--- src/rtl/alu_mw_seq.sv ---
// Multi-byte ADD/LSL/LSR sequencer driving an 8-bit combinational ALU
// one byte per pass, chaining carry/shift bits through a carry flop.
module alu_mw_seq #(
    parameter int         NBYTES  = 2,
    parameter logic [8:0] OP_IDLE = 9'h1FF,
    parameter logic [8:0] KADD    = 9'h001,
    parameter logic [8:0] KLSL    = 9'h002,
    parameter logic [8:0] KLSR    = 9'h003,
    localparam int        W       = 8 * NBYTES
) (
    input  logic         CLK,
    input  logic         RESET_N,
    input  logic         START,
    input  logic [1:0]   CMD,
    input  logic [W-1:0] OPA,
    input  logic [W-1:0] OPB,
    input  logic         CIN,
    output logic         BUSY,
    output logic         DONE,
    output logic         ERR,
    output logic [W-1:0] RESULT,
    output logic         CARRY,
    output logic         ZERO,
    output logic         ALU_SET,
    output logic [7:0]   ALU_SETNUM,
    output logic [7:0]   ALU_INPUT,
    output logic [8:0]   ALU_OP,
    output logic         ALU_SC_IN,
    input  logic [7:0]   ALU_OUT,
    input  logic         ALU_SC_OUT,
    input  logic         ALU_ZERO
);

    typedef enum logic [1:0] {
        S_IDLE,
        S_SETB,
        S_EXEC,
        S_FIN
    } state_t;

    localparam logic [1:0] C_ADD = 2'b00;
    localparam logic [1:0] C_LSL = 2'b01;
    localparam logic [1:0] C_LSR = 2'b10;
    localparam logic [1:0] LAST  = 2'(NBYTES - 1);

    state_t         state_q;
    state_t         state_d;
    logic [1:0]     cmd_q;
    logic [W-1:0]   opa_q;
    logic [W-1:0]   opb_q;
    logic [W-1:0]   acc_q;
    logic [W-1:0]   acc_nxt;
    logic [1:0]     idx_q;
    logic           cf_q;
    logic           za_q;
    logic           err_q;
    logic           accept;
    logic           last_byte;
    logic [7:0]     opa_byte;
    logic [7:0]     opb_byte;

    assign accept    = (state_q == S_IDLE) && START;
    assign last_byte = (cmd_q == C_LSR) ? (idx_q == 2'd0)
                                        : (idx_q == LAST);

    // Byte lanes selected by IDX; the partial result merges the
    // current ALU byte so the final write can commit all bytes at once.
    always_comb begin
        opa_byte = 8'h00;
        opb_byte = 8'h00;
        acc_nxt  = acc_q;
        for (int i = 0; i < NBYTES; i++) begin
            if (idx_q == 2'(i)) begin
                opa_byte           = opa_q[i*8 +: 8];
                opb_byte           = opb_q[i*8 +: 8];
                acc_nxt[i*8 +: 8]  = ALU_OUT;
            end
        end
    end

    always_ff @(posedge CLK or negedge RESET_N) begin
        if (!RESET_N) begin
            state_q <= S_IDLE;
        end else begin
            state_q <= state_d;
        end
    end

    always_comb begin
        state_d = state_q;
        unique case (state_q)
            S_IDLE: begin
                if (START) begin
                    unique case (1'b1)
                        (CMD == C_ADD): state_d = S_SETB;
                        (CMD == C_LSL): state_d = S_EXEC;
                        (CMD == C_LSR): state_d = S_EXEC;
                        default:        state_d = S_FIN;
                    endcase
                end
            end
            S_SETB: state_d = S_EXEC;
            S_EXEC: begin
                if (last_byte) begin
                    state_d = S_FIN;
                end else if (cmd_q == C_ADD) begin
                    state_d = S_SETB;
                end else begin
                    state_d = S_EXEC;
                end
            end
            S_FIN:   state_d = S_IDLE;
            default: state_d = S_IDLE;
        endcase
    end

    always_comb begin
        BUSY       = (state_q != S_IDLE);
        DONE       = (state_q == S_FIN);
        ERR        = (state_q == S_FIN) && err_q;
        ALU_SET    = 1'b0;
        ALU_SETNUM = 8'h00;
        ALU_INPUT  = 8'h00;
        ALU_OP     = OP_IDLE;
        ALU_SC_IN  = 1'b0;
        unique case (state_q)
            S_SETB: begin
                ALU_SET    = 1'b1;
                ALU_SETNUM = opb_byte;
            end
            S_EXEC: begin
                ALU_INPUT = opa_byte;
                ALU_SC_IN = cf_q;
                unique case (1'b1)
                    (cmd_q == C_ADD): ALU_OP = KADD;
                    (cmd_q == C_LSL): ALU_OP = KLSL;
                    (cmd_q == C_LSR): ALU_OP = KLSR;
                    default:          ALU_OP = OP_IDLE;
                endcase
            end
            default: begin
            end
        endcase
    end

    always_ff @(posedge CLK or negedge RESET_N) begin
        if (!RESET_N) begin
            cmd_q  <= 2'b00;
            opa_q  <= '0;
            opb_q  <= '0;
            acc_q  <= '0;
            idx_q  <= 2'd0;
            cf_q   <= 1'b0;
            za_q   <= 1'b0;
            err_q  <= 1'b0;
            RESULT <= '0;
            CARRY  <= 1'b0;
            ZERO   <= 1'b0;
        end else if (accept) begin
            cmd_q <= CMD;
            opa_q <= OPA;
            opb_q <= OPB;
            acc_q <= '0;
            cf_q  <= CIN;
            za_q  <= 1'b1;
            err_q <= (CMD == 2'b11);
            idx_q <= (CMD == C_LSR) ? LAST : 2'd0;
        end else if (state_q == S_EXEC) begin
            acc_q <= acc_nxt;
            cf_q  <= ALU_SC_OUT;
            za_q  <= za_q & ALU_ZERO;
            // Outputs only change at completion of a legal request.
            if (last_byte) begin
                RESULT <= acc_nxt;
                CARRY  <= ALU_SC_OUT;
                ZERO   <= za_q & ALU_ZERO;
            end else if (cmd_q == C_LSR) begin
                idx_q <= idx_q - 2'd1;
            end else begin
                idx_q <= idx_q + 2'd1;
            end
        end
    end

endmodule

--- config.mk ---
export PLATFORM = sky130hd
export DESIGN_NAME = alu_mw_seq
export DESIGN_NICKNAME = d
export VERILOG_FILES = /design/src/rtl/alu_mw_seq.sv
export SDC_FILE = /design/constraint.sdc
export NUM_CORES = 1
export LEC_CHECK = 0
export ABC_AREA = 1
export ABC_CLOCK_PERIOD_IN_PS = 1700
export CORE_UTILIZATION = 25
export DETAILED_ROUTE_END_ITERATION = 6
export SLEW_MARGIN = 20
export SYNTH_ARGS = -nofsm -noshare
export SYNTH_HDL_FRONTEND = slang
export SYNTH_SLANG_ARGS = --single-unit
--- constraint.sdc ---
create_clock -name CLK -period 1.7 [get_ports CLK]
set_clock_uncertainty 0.05 [all_clocks]
set_input_delay 0.255 -clock CLK [delete_from_list [all_inputs] [get_ports CLK]]
set_output_delay 0.255 -clock CLK [all_outputs]
set_load 0.03 [all_outputs]
==> impl_metrics.py, run 1 <==
metrics = {
    "status": {
        "status": "complete, but fails checks",
        "violations": "negative setup slack",
    },
    "sta": {
        "slew_viol_final": 0,
        "fin_crit_ns": 2.03,
        "setup_violations": 16,
        "timing.fmax_mhz": 494,
        "hold_viol_final": 0,
        "finalCritPeriodShare": 1.19,
        "rsz0062_at_grt": "yes",
        "relSlewSlack": 0.774,
        "fin_ws_ns": -0.325,
        "holdWs_ns": 0.310,
        "worst_pin_slew_ns": 0.336,
    },
    "die": {
        "die_w_um": 121,
        "die_area_um2": 14800,
        "initial_core_util": 0.257,
        "io_pins": 96,
        "rows": 43,
        "die_h_um": 121,
        "coreArea_um2": 13900,
    },
    "yosys": {
        "synth_top_family_by_area": "simple AND/OR/NAND/NOR gates",
        "synth_xor_area_frac": 0,
        "synthCells": 424,
        "yosysMostFrequentCell": "nand2_1",
        "syn_area_per_cell_um2": 8.41,
        "ys.flop_type": "dfrtp_1",
        "ys_ff_latch": 75,
        "synthTopCellsByCount": "nand2_1, dfrtp_1, inv_1",
        "synthMuxAreaShare": 0,
        "yosys.area_share.simple": 0.228,
        "synth_fa_ha_area_frac": 0.0246,
        "synth_edf_count": 0,
        "ys_types": 23,
        "seq_area_frac_synth": 0.526,
        "synth_compound_area_frac": 0.129,
        "synth.top_cell.area_share": 0.526,
        "synth_nets": 479,
        "ys_warn_count": 0,
        "synth_largest_area_cell": "dfrtp_1",
        "ys_async_sr_fraction": 1.00,
        "netlist_area_um2": 3570,
        "synth_area_leaders": "dfrtp_1, nand2_1, o21ai_2",
    },
    "global_route": {
        "grt_overflow": 0,
        "grt_max_degree": 40,
        "antenna_found_initial": 0,
        "grt_pass1_wl_um": 14700,
        "first_global_vias": 3098,
        "track_usage": 0.132,
    },
    "power": {
        "power_w": 0.0117,
        "p_per_area_nw_per_um2": 2100,
        "ir_worst_vdd_mv": 0.725,
        "total_leakage_power_nw": 2.72,
    },
    "worst_setup_path": {
        "cp-end-kind": "output port",
        "path_buf_inv": 4,
        "path_cells": "inv_2 > ha_4 > inv_2 > nor2_4 > clkbuf_16 > nand2_1 > a21oi_2 > buf_6",
        "cp_top_family": "buffers and inverters",
        "worstSetupPathType": "flop to output port",
        "crit_required_ns": 1.39,
        "crit_top_cell": "inv_2",
        "crit_arrival_ns": 1.72,
        "critPathMaxStageDelay_ns": 0.39,
        "start_kind": "flop",
        "crit_slowest_cell": "dfrtp_1",
        "cp_max_fo": 8,
    },
    "placement": {
        "io_buffers": 95,
        "gp_congestion": 0.774,
        "dp_slack_ns": -0.0112,
        "place_hpwl_um": 6270,
        "placed_cells": 691,
    },
    "final_layout": {
        "area_growth_pct": 55.7,
        "fin_util": 0.400,
        "layout-drive-gt1-share": 0.268,
        "n_antenna_cell": 0,
        "stdcell_count": 718,
        "fillCellCount": 1377,
        "fin_nets": 589,
    },
    "hold_path": {
        "hold_path.class": "input port to async pin",
    },
    "routing": {
        "drt-total-wl_um": 9720,
        "drc": 0,
        "vias_per_cell": 4.38,
        "drt_iter0_drc": 185,
        "ant_nets": 0,
        "dr_total_vias": 3145,
        "drt-wirelength-per-cell_um": 13.5,
        "drtPass1Iterations": 4,
    },
    "cts": {
        "ctsHtreeMaxLevel": 3,
        "cts_inserted_buffers": 9,
        "cts_tree": "built",
        "cts_sinks": 75,
        "insertion_delay_ns": 0.34,
        "clkSlewWorstSetupHoldPaths_ns": 0.06,
        "cts-root-buf": "clkbuf_16",
        "clockBufferDepth": 2,
    },
    "flow_run": {
        "maxCapViolations": 0,
    },
}
sequential cells by signal (all words and copies together), names as in the netlist:
register and flops:
RESULT 16, opa_q 16, idx_q 2, za_q 1, err_q 1, ZERO 1, cf_q 1, state_q 2
acc_q 16, cmd_q 2, opb_q 16, CARRY 1
stage by stage:
step           setup TNS, ns  cell area, µm²
5_1_grt                -8.19            5550
4_1_cts                -4.51            5340
6_report               -4.81            5550
3_3_place_gp               0            4870
2_1_floorplan         -0.407            3710
3_5_place_dp         -0.0234            4870
cell usage in the layout, fill, tap and decap left out, drive strengths merged, types with 3 or more instances in the layout:
cell type	count
dfrtp	75
nand3	9
a21oi	19
clkinvlp	3
clkdlybuf4s50	49
o21ai	39
o22ai	16
nor2	12
dlymetal6s2s	12
dlygate4sd2	3
clkbuf	15
nand2	184
buf	53
ha	7
inv	35
layer usage:
layer,wire length [µm],GRT usage,share of wire
met1,4070,0.151,0.42
met2,4970,0.220,0.51
met3,558,0.0517,0.057
met4,127,0.0486,0.013
met5,0,0,0
timing repair:
action,CTS,global route
endpoints found under the setup margin,48,61
hold buffers,1,0
resized for setup,40,55
endpoints found under the hold margin,21,0
gates cloned,1,4
buffers inserted,3,3
pin swaps,1,9
where the power goes:
group / internal, W / leakage, nW / total, W / switching (W)
combinational: 0.00276 / 1.64 / 0.00663 / 0.00388
sequential: 0.00263 / 0.936 / 0.00309 / 0.000466
clock: 0.00120 / 0.144 / 0.00194 / 0.000733
total: 0.00659 / 2.72 / 0.0117 / 0.00507
area by class of cell:
cell class                      instances  area (µm²)  share of cell area
Multi-Input combinational cell        287        1590               0.287
Timing Repair Buffer                  125        1400               0.252
Tap cell                              180         225              0.0406
Sequential cell                        75        1880               0.338
Clock inverter                          4        50.0             0.00901
Inverter                               36         151              0.0273
Clock buffer                           11         253              0.0455
cell families (layout without fill, tap and decap cells):
kind of cell,after synthesis,in the layout
simple gates,205,205
compound gates,75,75
flops,75,75
buf+inv,62,176
fa+ha+maj,7,7
path summary, 6_finish.rpt:
kind                            from           end  slack, ns  depth (start not counted)
setup / recovery            idx_q[1]  ALU_INPUT[1]      -0.33                          8
hold / removal               RESET_N     RESULT[5]       0.31                          2
setup reg to reg            idx_q[1]    RESULT[11]       0.02                          9
hold reg to reg            RESULT[3]     RESULT[3]       0.43                          2
max in group asynchronous    RESET_N      opa_q[4]       0.75                          3
min in group CLK              OPA[7]      opa_q[7]       0.40                          3
Note: power is estimated with default switching activity, not from simulation.
==> run 2, diff against run 1 <==
Settings changed: CELL_PAD_IN_SITES_DETAIL_PLACEMENT from default to 1, CELL_PAD_IN_SITES_GLOBAL_PLACEMENT from default to 2, PLACE_DENSITY from default to 0.76.
==> run 2 against run 1 <==
Highest routed layer unchanged; register-to-register slack improved by 0.06 ns; total power about the same; the flow still finishes with violations (negative setup slack); combinational power decreased by 2%.
==> impl_metrics.py, run 2 (same netlist as run 1, synthesis figures left out) <==
metrics = {
    "die": {
        "rows": 43,
        "initial_core_util": 0.257,
        "io_pins": 96,
        "die_w_um": 121,
        "die_area_um2": 14800,
        "coreArea_um2": 13900,
        "die_h_um": 121,
    },
    "routing": {
        "ant_nets": 0,
        "drtPass1Iterations": 4,
        "drt-total-wl_um": 10200,
        "drc": 0,
        "vias_per_cell": 4.40,
        "drt_iter0_drc": 109,
        "drt-wirelength-per-cell_um": 14.2,
        "dr_total_vias": 3147,
    },
    "worst_setup_path": {
        "ff2ff_setup_slack_ns": 0.08,
        "cp_max_fo": 8,
        "crit_slowest_cell": "dfrtp_2",
        "crit_required_ns": 1.39,
        "path_buf_inv": 4,
        "critPathMaxStageDelay_ns": 0.44,
        "path_cells": "inv_2 > ha_4 > inv_2 > nor2_4 > clkbuf_16 > nand2_1 > a21oi_4 > buf_6",
        "start_kind": "flop",
        "cp_top_family": "buffers and inverters",
        "worstSetupPathType": "flop to output port",
        "crit_top_cell": "inv_2",
        "crit_arrival_ns": 1.73,
        "cp-end-kind": "output port",
    },
    "hold_path": {
        "hold_path.class": "input port to async pin",
    },
    "power": {
        "ir_worst_vdd_mv": 0.530,
        "p_per_area_nw_per_um2": 2110,
        "power_w": 0.0117,
        "total_leakage_power_nw": 2.71,
    },
    "sta": {
        "fin_crit_ns": 2.03,
        "timing.fmax_mhz": 492,
        "relSlewSlack": 0.750,
        "finalCritPeriodShare": 1.20,
        "finalSetupTns_ns": -4.91,
        "fin_ws_ns": -0.334,
        "holdWs_ns": 0.337,
        "rsz0062_at_grt": "yes",
        "worst_pin_slew_ns": 0.376,
        "hold_viol_final": 0,
        "setup_violations": 17,
        "slew_viol_final": 0,
    },
    "final_layout": {
        "n_antenna_cell": 0,
        "mostFrequentLayoutCells": "nand2_1, dfrtp_1, clkdlybuf4s50_1",
        "fin_nets": 586,
        "area_growth_pct": 55.0,
        "fin_util": 0.398,
        "layout_commonest_cell": "nand2_1",
        "multi_input_area_um2": 1600,
        "stdcell_count": 716,
        "regArea_um2": 1880,
        "layout-drive-gt1-share": 0.259,
        "fillCellCount": 1605,
    },
    "global_route": {
        "grt_overflow": 0,
        "track_usage": 0.147,
        "antenna_found_initial": 0,
        "grt_max_degree": 40,
        "first_global_vias": 3374,
        "grt_pass1_wl_um": 16500,
    },
    "flow_run": {
        "maxCapViolations": 0,
    },
    "placement": {
        "place_hpwl_um": 7110,
        "placed_cells": 689,
        "io_buffers": 95,
        "gp_congestion": 0.755,
    },
    "cts": {
        "cts-root-buf": "clkbuf_16",
        "cts_tree": "built",
        "insertion_delay_ns": 0.34,
        "ctsHtreeMaxLevel": 3,
        "clockBufferDepth": 2,
        "cts_sinks": 75,
        "cts_inserted_buffers": 9,
        "clkSlewWorstSetupHoldPaths_ns": 0.06,
    },
    "status": {
        "status": "complete, but fails checks",
        "violations": "negative setup slack",
    },
}
## run 2: cell count changes in the layout (fill, tap and decap cells not counted), moves of 3 or more
cell,previous run,this run
nand2_1,170,175
nand2_2,12,6
o21ai_0,13,16
o21ai_1,9,6
buf_4,19,16
## run 2: repair_timing
item                                    CTS  global route
setup buffers                             2             6
endpoints found under the hold margin    22             0
hold buffers                              1             0
endpoints found under the setup margin   33            40
cloned                                    0             2
gates resized for setup                  51            42
pin swaps                                 1             4
## run 2: metrics by stage
step	setup slack [ns]	area (µm²)
after floorplan	-0.0407	3710
after global placement	0.0235	4860
after detailed placement	-0.0486	4860
after CTS	-0.324	5350
after global routing	-0.422	5530
final	-0.334	5530
## run 2: final timing paths
kind,cells past startpoint,end,from
max reg2reg,7,acc_q[4],idx_q[0]
min in group CLK,3,opa_q[15],OPA[15]
min,2,RESULT[5],RESET_N
min reg2reg,2,RESULT[10],RESULT[10]
max in group asynchronous,3,cmd_q[1],RESET_N
max,8,ALU_INPUT[4],idx_q[0]
## run 2: routing by layer
layer / GRT usage / routed length, µm
met1: 0.184 / 4560
met2: 0.244 / 4950
met3: 0.0334 / 483
met4: 0.0571 / 158
met5: 0 / 0
## run 2: area by class of cell
cell class | count | share of cell area
Inverter | 36 | 0.0265
Clock buffer | 11 | 0.0457
Clock inverter | 5 | 0.0136
Tap cell | 180 | 0.0407
Sequential cell | 75 | 0.340
Multi-Input combinational cell | 287 | 0.290
Timing Repair Buffer | 122 | 0.243
## run 2: power breakdown
group	switching, W	internal, W
Combinational	0.00386	0.00262
Clock	0.000717	0.00136
Sequential	0.000485	0.00263
Total	0.00506	0.00661
## run 2: worst register-to-register path, stage by stage, from the launching register on
cell and delay [ns]:
dfrtp_2 0.44, inv_2 0.10, buf_4 0.12, ha_1 0.18, inv_2 0.07, buf_12 0.15
o21ai_0 0.27, o22ai_1 0.12
==> run 3, diff against run 2 <==
Settings changed: SLEW_MARGIN 20 to 15.
==> results of run 3 <==
Final layout, timing and power as in run 2 (identical DEF).
